[config.mk]
export PLATFORM = sky130hd
export DESIGN_NAME = local_traffic_ni
export DESIGN_NICKNAME = d
export VERILOG_FILES = /design/src/rtl/local_traffic_ni.sv
export SDC_FILE = /design/constraint.sdc
export NUM_CORES = 1
export LEC_CHECK = 0
export CAP_MARGIN = 10
export CORE_ASPECT_RATIO = 0.6
export CORE_MARGIN = 2
export CORE_UTILIZATION = 40
export CTS_BUF_LIST = sky130_fd_sc_hd__clkbuf_8
export DETAILED_ROUTE_END_ITERATION = 7
export HOLD_SLACK_MARGIN = 0.06
export PLACE_DENSITY = 0.67
export SKIP_CTS_REPAIR_TIMING = 1
export SYNTH_ARGS = -nofsm -noshare
export SYNTH_HDL_FRONTEND = slang
export SYNTH_SLANG_ARGS = --single-unit
[constraint.sdc]
create_clock -name clk -period 2.34 [get_ports clk]
set_clock_uncertainty 0.2 [all_clocks]
set_input_delay 0.468 -clock clk [delete_from_list [all_inputs] [get_ports clk]]
set_output_delay 0.468 -clock clk [all_outputs]
set_load 0.01 [all_outputs]
[src/rtl/local_traffic_ni.sv]
// ---------------------------------------------------------------------------
// local_traffic_ni
// Local-port network interface and traffic endpoint for one router tile.
//
// Injection side: a 16-bit LFSR decides when to create a flit
// {hdr=01, seq, addr}. The flit is then serialised onto inj_serial as
// one start bit followed by FW data bits, LSB first.
// Ejection side: deserialises frames arriving on ej_serial, keeps the last
// flit and counts received flits and flits whose address is not NODE_ID.
//
// Ports
//   clk          clock
//   reset        synchronous, active-high reset
//   enable       1 = injection allowed (ejection always runs)
//   rate         injection threshold: inject when lfsr[7:0] < rate
//   inj_serial   serial line into router local RX
//   inj_busy     router local RX busy; only holds back a new frame start
//   ej_serial    serial line from router local TX
//   ej_busy      high while a frame is being shifted in
//   sent_count   flits fully transmitted (wraps)
//   recv_count   flits fully received (wraps)
//   err_count    received flits with addr != NODE_ID (wraps)
//   last_rx_flit last received flit {hdr, payload, addr}
// ---------------------------------------------------------------------------
module local_traffic_ni #(
   parameter int unsigned NODE_ID = 0,
   parameter int unsigned ADDR_SZ = 4,
   parameter int unsigned PL_SZ   = 8,
   parameter int unsigned HDR_SZ  = 2,
   parameter logic [15:0] SEED    = 16'hACE1
) (
   input  logic                              clk,
   input  logic                              reset,
   input  logic                              enable,
   input  logic [7:0]                        rate,
   output logic                              inj_serial,
   input  logic                              inj_busy,
   input  logic                              ej_serial,
   output logic                              ej_busy,
   output logic [15:0]                       sent_count,
   output logic [15:0]                       recv_count,
   output logic [15:0]                       err_count,
   output logic [HDR_SZ+PL_SZ+ADDR_SZ-1:0]   last_rx_flit
);

   localparam int unsigned FW    = HDR_SZ + PL_SZ + ADDR_SZ;
   localparam int unsigned IDX_W = $clog2(FW);
   localparam logic [IDX_W-1:0] LAST_IDX = IDX_W'(FW - 1);

   typedef enum logic [2:0] {
      INJ_IDLE,
      INJ_PEND,
      INJ_START,
      INJ_DATA,
      INJ_GAP
   } inj_state_t;

   typedef enum logic {
      EJ_IDLE,
      EJ_DATA
   } ej_state_t;

   // ------------------------------------------------------------------
   // LFSR: Fibonacci, taps 16,14,13,11, shifting towards the MSB
   // ------------------------------------------------------------------
   logic [15:0] lfsr;
   logic        lfsr_fb;

   assign lfsr_fb = lfsr[15] ^ lfsr[13] ^ lfsr[12] ^ lfsr[10];

   // NOTE: every clocked register in this file uses non-blocking (<=)
   // assignments so all flops update together from pre-edge values.
   always_ff @(posedge clk) begin
      if (reset) lfsr <= SEED;
      else       lfsr <= {lfsr[14:0], lfsr_fb};
   end

   // ------------------------------------------------------------------
   // Injection FSM
   // ------------------------------------------------------------------
   inj_state_t          inj_state, inj_next;
   logic [FW-1:0]       inj_flit;
   logic [IDX_W-1:0]    inj_idx;
   logic [PL_SZ-1:0]    seq;
   logic                inj_latch;
   logic                inj_done;

   // NOTE: every signal driven here gets a default first, so no path can
   // leave one unassigned and infer a latch.
   always_comb begin
      inj_next   = inj_state;
      inj_serial = 1'b0;
      inj_latch  = 1'b0;
      inj_done   = 1'b0;
      unique case (inj_state)
         INJ_IDLE: begin
            if (enable && (lfsr[7:0] < rate)) begin
               inj_latch = 1'b1;
               inj_next  = INJ_PEND;
            end
         end
         // A latched flit is always sent; only the router's busy delays it.
         INJ_PEND: begin
            if (!inj_busy) inj_next = INJ_START;
         end
         INJ_START: begin
            inj_serial = 1'b1;
            inj_next   = INJ_DATA;
         end
         INJ_DATA: begin
            inj_serial = inj_flit[inj_idx];
            if (inj_idx == LAST_IDX) begin
               inj_done = 1'b1;
               inj_next = INJ_GAP;
            end
         end
         INJ_GAP: begin
            inj_next = INJ_IDLE;
         end
         default: inj_next = INJ_IDLE;
      endcase
   end

   always_ff @(posedge clk) begin
      if (reset) begin
         inj_state  <= INJ_IDLE;
         inj_flit   <= '0;
         inj_idx    <= '0;
         seq        <= '0;
         sent_count <= '0;
      end else begin
         inj_state <= inj_next;
         if (inj_latch)
            inj_flit <= {HDR_SZ'(1), seq, lfsr[8+ADDR_SZ-1:8]};
         if (inj_state == INJ_START)
            inj_idx <= '0;
         else if (inj_state == INJ_DATA)
            inj_idx <= inj_idx + 1'b1;
         if (inj_done) begin
            sent_count <= sent_count + 16'd1;
            seq        <= seq + 1'b1;
         end
      end
   end

   // ------------------------------------------------------------------
   // Ejection FSM
   // ------------------------------------------------------------------
   ej_state_t           ej_state, ej_next;
   logic [IDX_W-1:0]    ej_idx;
   // Holds the first FW-1 bits; the final bit is taken straight off the line.
   logic [FW-2:0]       ej_shift;
   logic [FW-1:0]       ej_flit;
   logic                ej_done;

   assign ej_flit = {ej_serial, ej_shift};
   assign ej_busy = (ej_state == EJ_DATA);

   always_comb begin
      ej_next = ej_state;
      ej_done = 1'b0;
      unique case (ej_state)
         EJ_IDLE: begin
            if (ej_serial) ej_next = EJ_DATA;
         end
         EJ_DATA: begin
            if (ej_idx == LAST_IDX) begin
               ej_done = 1'b1;
               ej_next = EJ_IDLE;
            end
         end
         default: ej_next = EJ_IDLE;
      endcase
   end

   always_ff @(posedge clk) begin
      if (reset) begin
         ej_state     <= EJ_IDLE;
         ej_idx       <= '0;
         ej_shift     <= '0;
         last_rx_flit <= '0;
         recv_count   <= '0;
         err_count    <= '0;
      end else begin
         ej_state <= ej_next;
         if (ej_state == EJ_IDLE) begin
            ej_idx <= '0;
         end else begin
            ej_idx   <= ej_idx + 1'b1;
            ej_shift <= {ej_serial, ej_shift[FW-2:1]};
         end
         if (ej_done) begin
            last_rx_flit <= ej_flit;
            recv_count   <= recv_count + 16'd1;
            if (ej_flit[ADDR_SZ-1:0] != ADDR_SZ'(NODE_ID))
               err_count <= err_count + 16'd1;
         end
      end
   end

endmodule

==> impl_metrics.py <==
metrics = {
    "outcome": {
        "status": "finished with violations",
        "violations": "negative setup slack",
    },
    "yosys": {
        "ys_top_cells_by_area": "dfxtp_1 46%, mux2i_1 4.8%, a21oi_1 3.9%",
        "synthFlopType": "dfxtp_1",
        "synth-edff-count": 0,
        "sequential_fraction_of_the_synthesis_area_pct": 46.2,
        "synth_largest_area_cell": "dfxtp_1",
        "ys_seq_elements": 124,
        "yosys_warnings": 0,
        "average_cell_area_after_synthesis_um2": 9.29,
        "synthCells": 578,
        "synth-async-reset-ratio_pct": 0,
        "synth_cell_type_count": 49,
        "mappedNetlistNets": 606,
        "synth_largest_type_area_fraction_pct": 46.2,
        "syn-cell-area_um2": 5370,
    },
    "pwr": {
        "power.static_leakage_nw": 2.44,
        "p_sw_mw": 1.06,
        "power_frac_comb_pct": 5.6,
        "irDropWorstVdd_uv": 344,
        "share_clk_of_total_power_pct": 42.0,
        "netSwitchingFraction_pct": 25.6,
        "seq_power_share_pct": 52.5,
        "power-per-cell-area_nw_per_um2": 605,
        "p_int_mw": 3.06,
    },
    "drt": {
        "initialDrtViolationCount": 210,
        "remaining_drc_errors": 0,
        "totalWireLength_mm": 11.9,
        "final_antenna_net_count": 0,
        "num_vias": 4358,
        "avgRoutedWirePerCell_um": 14.0,
        "firstDrtPassIters": 4,
        "viasPerCell": 5.14,
    },
    "layout": {
        "final_nets": 693,
        "final_cell_area_um2": 6800,
        "fin_util_pct": 52.4,
        "layout-area-overhead-vs-synth_pct": 26.7,
        "diodes": 0,
        "layout-drive-gt1-share_pct": 12.7,
    },
    "sta": {
        "layout_min_cycle_time_ps": 2600,
        "timing.final.max_slew_violations": 0,
        "setup_viol_count_final": 1,
        "fin_crit_sh_pct": 111,
        "grt_setup_unrepaired": "true",
        "relSlewSlack_pct": 61.2,
        "clock.fmax_ghz": 0.385,
        "timing_worst_slew_pin_value_ps": 582,
        "finalWorstSetupSlack_ps": -256,
        "hold_viol": 0,
    },
    "clock_tree": {
        "worst_skew_pair.late_latency_ps": 430,
        "clock_tree_from_tritoncts": "done",
        "clkSlewWorstSetupHoldPaths_ps": 80,
        "ctsHtreeMaxLevel": 4,
        "cts-buffers-inserted": 17,
        "cts_buffer_depth": 2,
        "clock_sink_count": 124,
        "buffer_cell_driving_the_clock_tree_root": "clkbuf_8",
    },
    "critical_path": {
        "worst_setup_path_end_kind": "output port",
        "worst-r2r-setup-slack_ps": 210,
        "startpoint_class_of_the_critical_path": "flop",
        "cp_data_required_time_ps": 1670,
        "maximum_fanout_encountered_on_the_critical_timing_path": 4,
        "critical_path_arrival_ps": 1930,
        "worstSetupPathType": "reg2out",
    },
    "floorplanning": {
        "fp.dieArea_um2": 14400,
        "std_cell_rows": 32,
        "dieHeight_um": 93.7,
        "fp.coreArea_um2": 13000,
        "die_w_um": 154,
        "initial_core_util_pct": 41.4,
        "i_o_pins": 77,
    },
    "placement": {
        "gp_routability_congestion": 0.799,
        "detailed_place_hpwl_mm": 8.43,
        "preCtsSetupSlack_ps": -491,
        "detailed_place.area_um2": 6400,
        "io_buffers": 76,
    },
    "global_routing": {
        "grt_antenna_before_repair": 0,
        "grt_max_degree": 57,
        "grt_first_pass_wirelength_mm": 19.9,
        "track_usage_pct": 17.0,
        "grt_overflow": 0,
        "grt_pass1_vias": 4064,
    },
    "min_path": {
        "min_path_type": "reg2reg",
    },
    "run": {
        "max_cap_viol": 0,
    },
}
==> final timing paths <==
kind,from,endpoint,cells past startpoint
min reg2reg,lfsr[14],lfsr[15],1
min,lfsr[14],lfsr[15],1
max reg2reg,ej_idx[0],err_count[15],6
max,inj_idx[0],inj_serial,4
==> cells in the mapped netlist (7+ instances only) <==
cell type / instances
or4_1: 13
nor3_1: 7
xor2_1: 17
nand2b_1: 24
a21oi_1: 42
or3_1: 9
nor2_1: 55
buf_2: 8
clkbuf_1: 18
dfxtp_1: 124
xnor2_1: 13
ha_1: 15
nand3_1: 17
mux2_2: 7
or2_2: 9
nand4_1: 19
o21ai_0: 12
nor2b_1: 16
inv_1: 18
mux2i_1: 26
o31ai_1: 13
nand2_1: 44
==> kinds of logic after synthesis <==
group                      after synthesis  share of synthesized area (%)
AOI/OAI and AO/OA                       82                           9.32
xor gates and xnor gates                30                           4.90
adders and majority gates               15                           3.50
buffers and inverters                   49                           3.75
DFF                                    124                           46.2
muxes                                   36                           7.58
and+or+nand+nor                        242                           24.7
==> state kept, by name, summed over array words and instances, names as in the netlist <==
name	cells
inj_state	3
lfsr	16
ej_busy	1
ej_shift	13
last_rx_flit	14
err_count	16
inj_idx	4
recv_count	16
inj_flit	13
sent_count	16
ej_idx	4
seq	8
==> worst max-delay path, stage by stage, from the launching register on <==
cell and delay, ps:
dfxtp_4 390, mux4_2 530, a2111oi_4 350, a311oi_1 90, clkbuf_2 140
==> area by class of cell <==
type | instances | area [um^2]
inverters | 18 | 67.6
fillers | 1180 | 6170
well taps | 170 | 213
multi-input cells | 405 | 2720
repair buffers | 99 | 951
flip-flops and latches | 124 | 2490
clock inverters | 13 | 109
clock buffers | 19 | 262
==> power by group through the flow <==
| stage | Clock [mW] | Sequential, mW | Combinational, mW |
|---|---|---|---|
| floorplan | 0 | 2.21 | 0.147 |
| global placement | 0 | 2.21 | 0.213 |
| detailed placement | 0 | 2.21 | 0.222 |
| CTS | 1.79 | 2.16 | 0.222 |
| global route | 1.90 | 2.17 | 0.252 |
| finish | 1.73 | 2.16 | 0.229 |
==> routing by layer <==
| metal | GRT usage, % | wire length, um | vias to the layer above |
|---|---|---|---|
| met4 | 5.73 | 125 | 0 |
| met1 | 24.2 | 6260 | 2060 |
| met5 | 0 | 0 | - |
| met2 | 25.5 | 5030 | 90 |
| li1 | - | - | 2196 |
| met3 | 3.92 | 441 | 12 |
==> stage by stage <==
| step | setup TNS (ps) | total power, mW | hold WS (ps) | cells |
|---|---|---|---|---|
| finish | -256 | 4.12 | 221 | 848 |
| global placement | -5140 | 2.42 | 195 | 816 |
| detailed placement | -6640 | 2.43 | 201 | 816 |
| CTS | -1010 | 4.17 | 221 | 848 |
| global route | -340 | 4.32 | 259 | 848 |
| floorplan | 0 | 2.35 | 189 | 578 |
==> cells in the final DEF, fill, tap and decap left out, types with 2 or more instances in the layout <==
| cell | instances |
|---|---|
| dfxtp_1 | 123 |
| clkdlybuf4s50_1 | 74 |
| nor2_1 | 55 |
| nand2_1 | 44 |
| a21oi_1 | 42 |
| mux2i_1 | 26 |
| nand2b_1 | 24 |
| buf_4 | 22 |
| nand4_1 | 19 |
| clkbuf_8 | 19 |
| inv_1 | 18 |
| xor2_1 | 17 |
| nand3_1 | 17 |
| nor2b_1 | 16 |
| ha_1 | 15 |
| o31ai_1 | 13 |
| xnor2_1 | 13 |
| or4_1 | 13 |
| o21ai_0 | 12 |
| or2_2 | 9 |
| or3_1 | 9 |
| mux2_2 | 7 |
| nor3_1 | 7 |
| clkinv_4 | 7 |
| and4_1 | 5 |
| nor4_1 | 5 |
| and2_1 | 5 |
| and3_1 | 4 |
| inv_6 | 4 |
| mux4_2 | 3 |
| a2111oi_4 | 2 |
| a311oi_1 | 2 |
| o211ai_1 | 2 |
| nor3b_1 | 2 |
| a211oi_1 | 2 |
| a21o_1 | 2 |
| buf_12 | 2 |
Note: power is estimated with default switching activity, not from simulation.
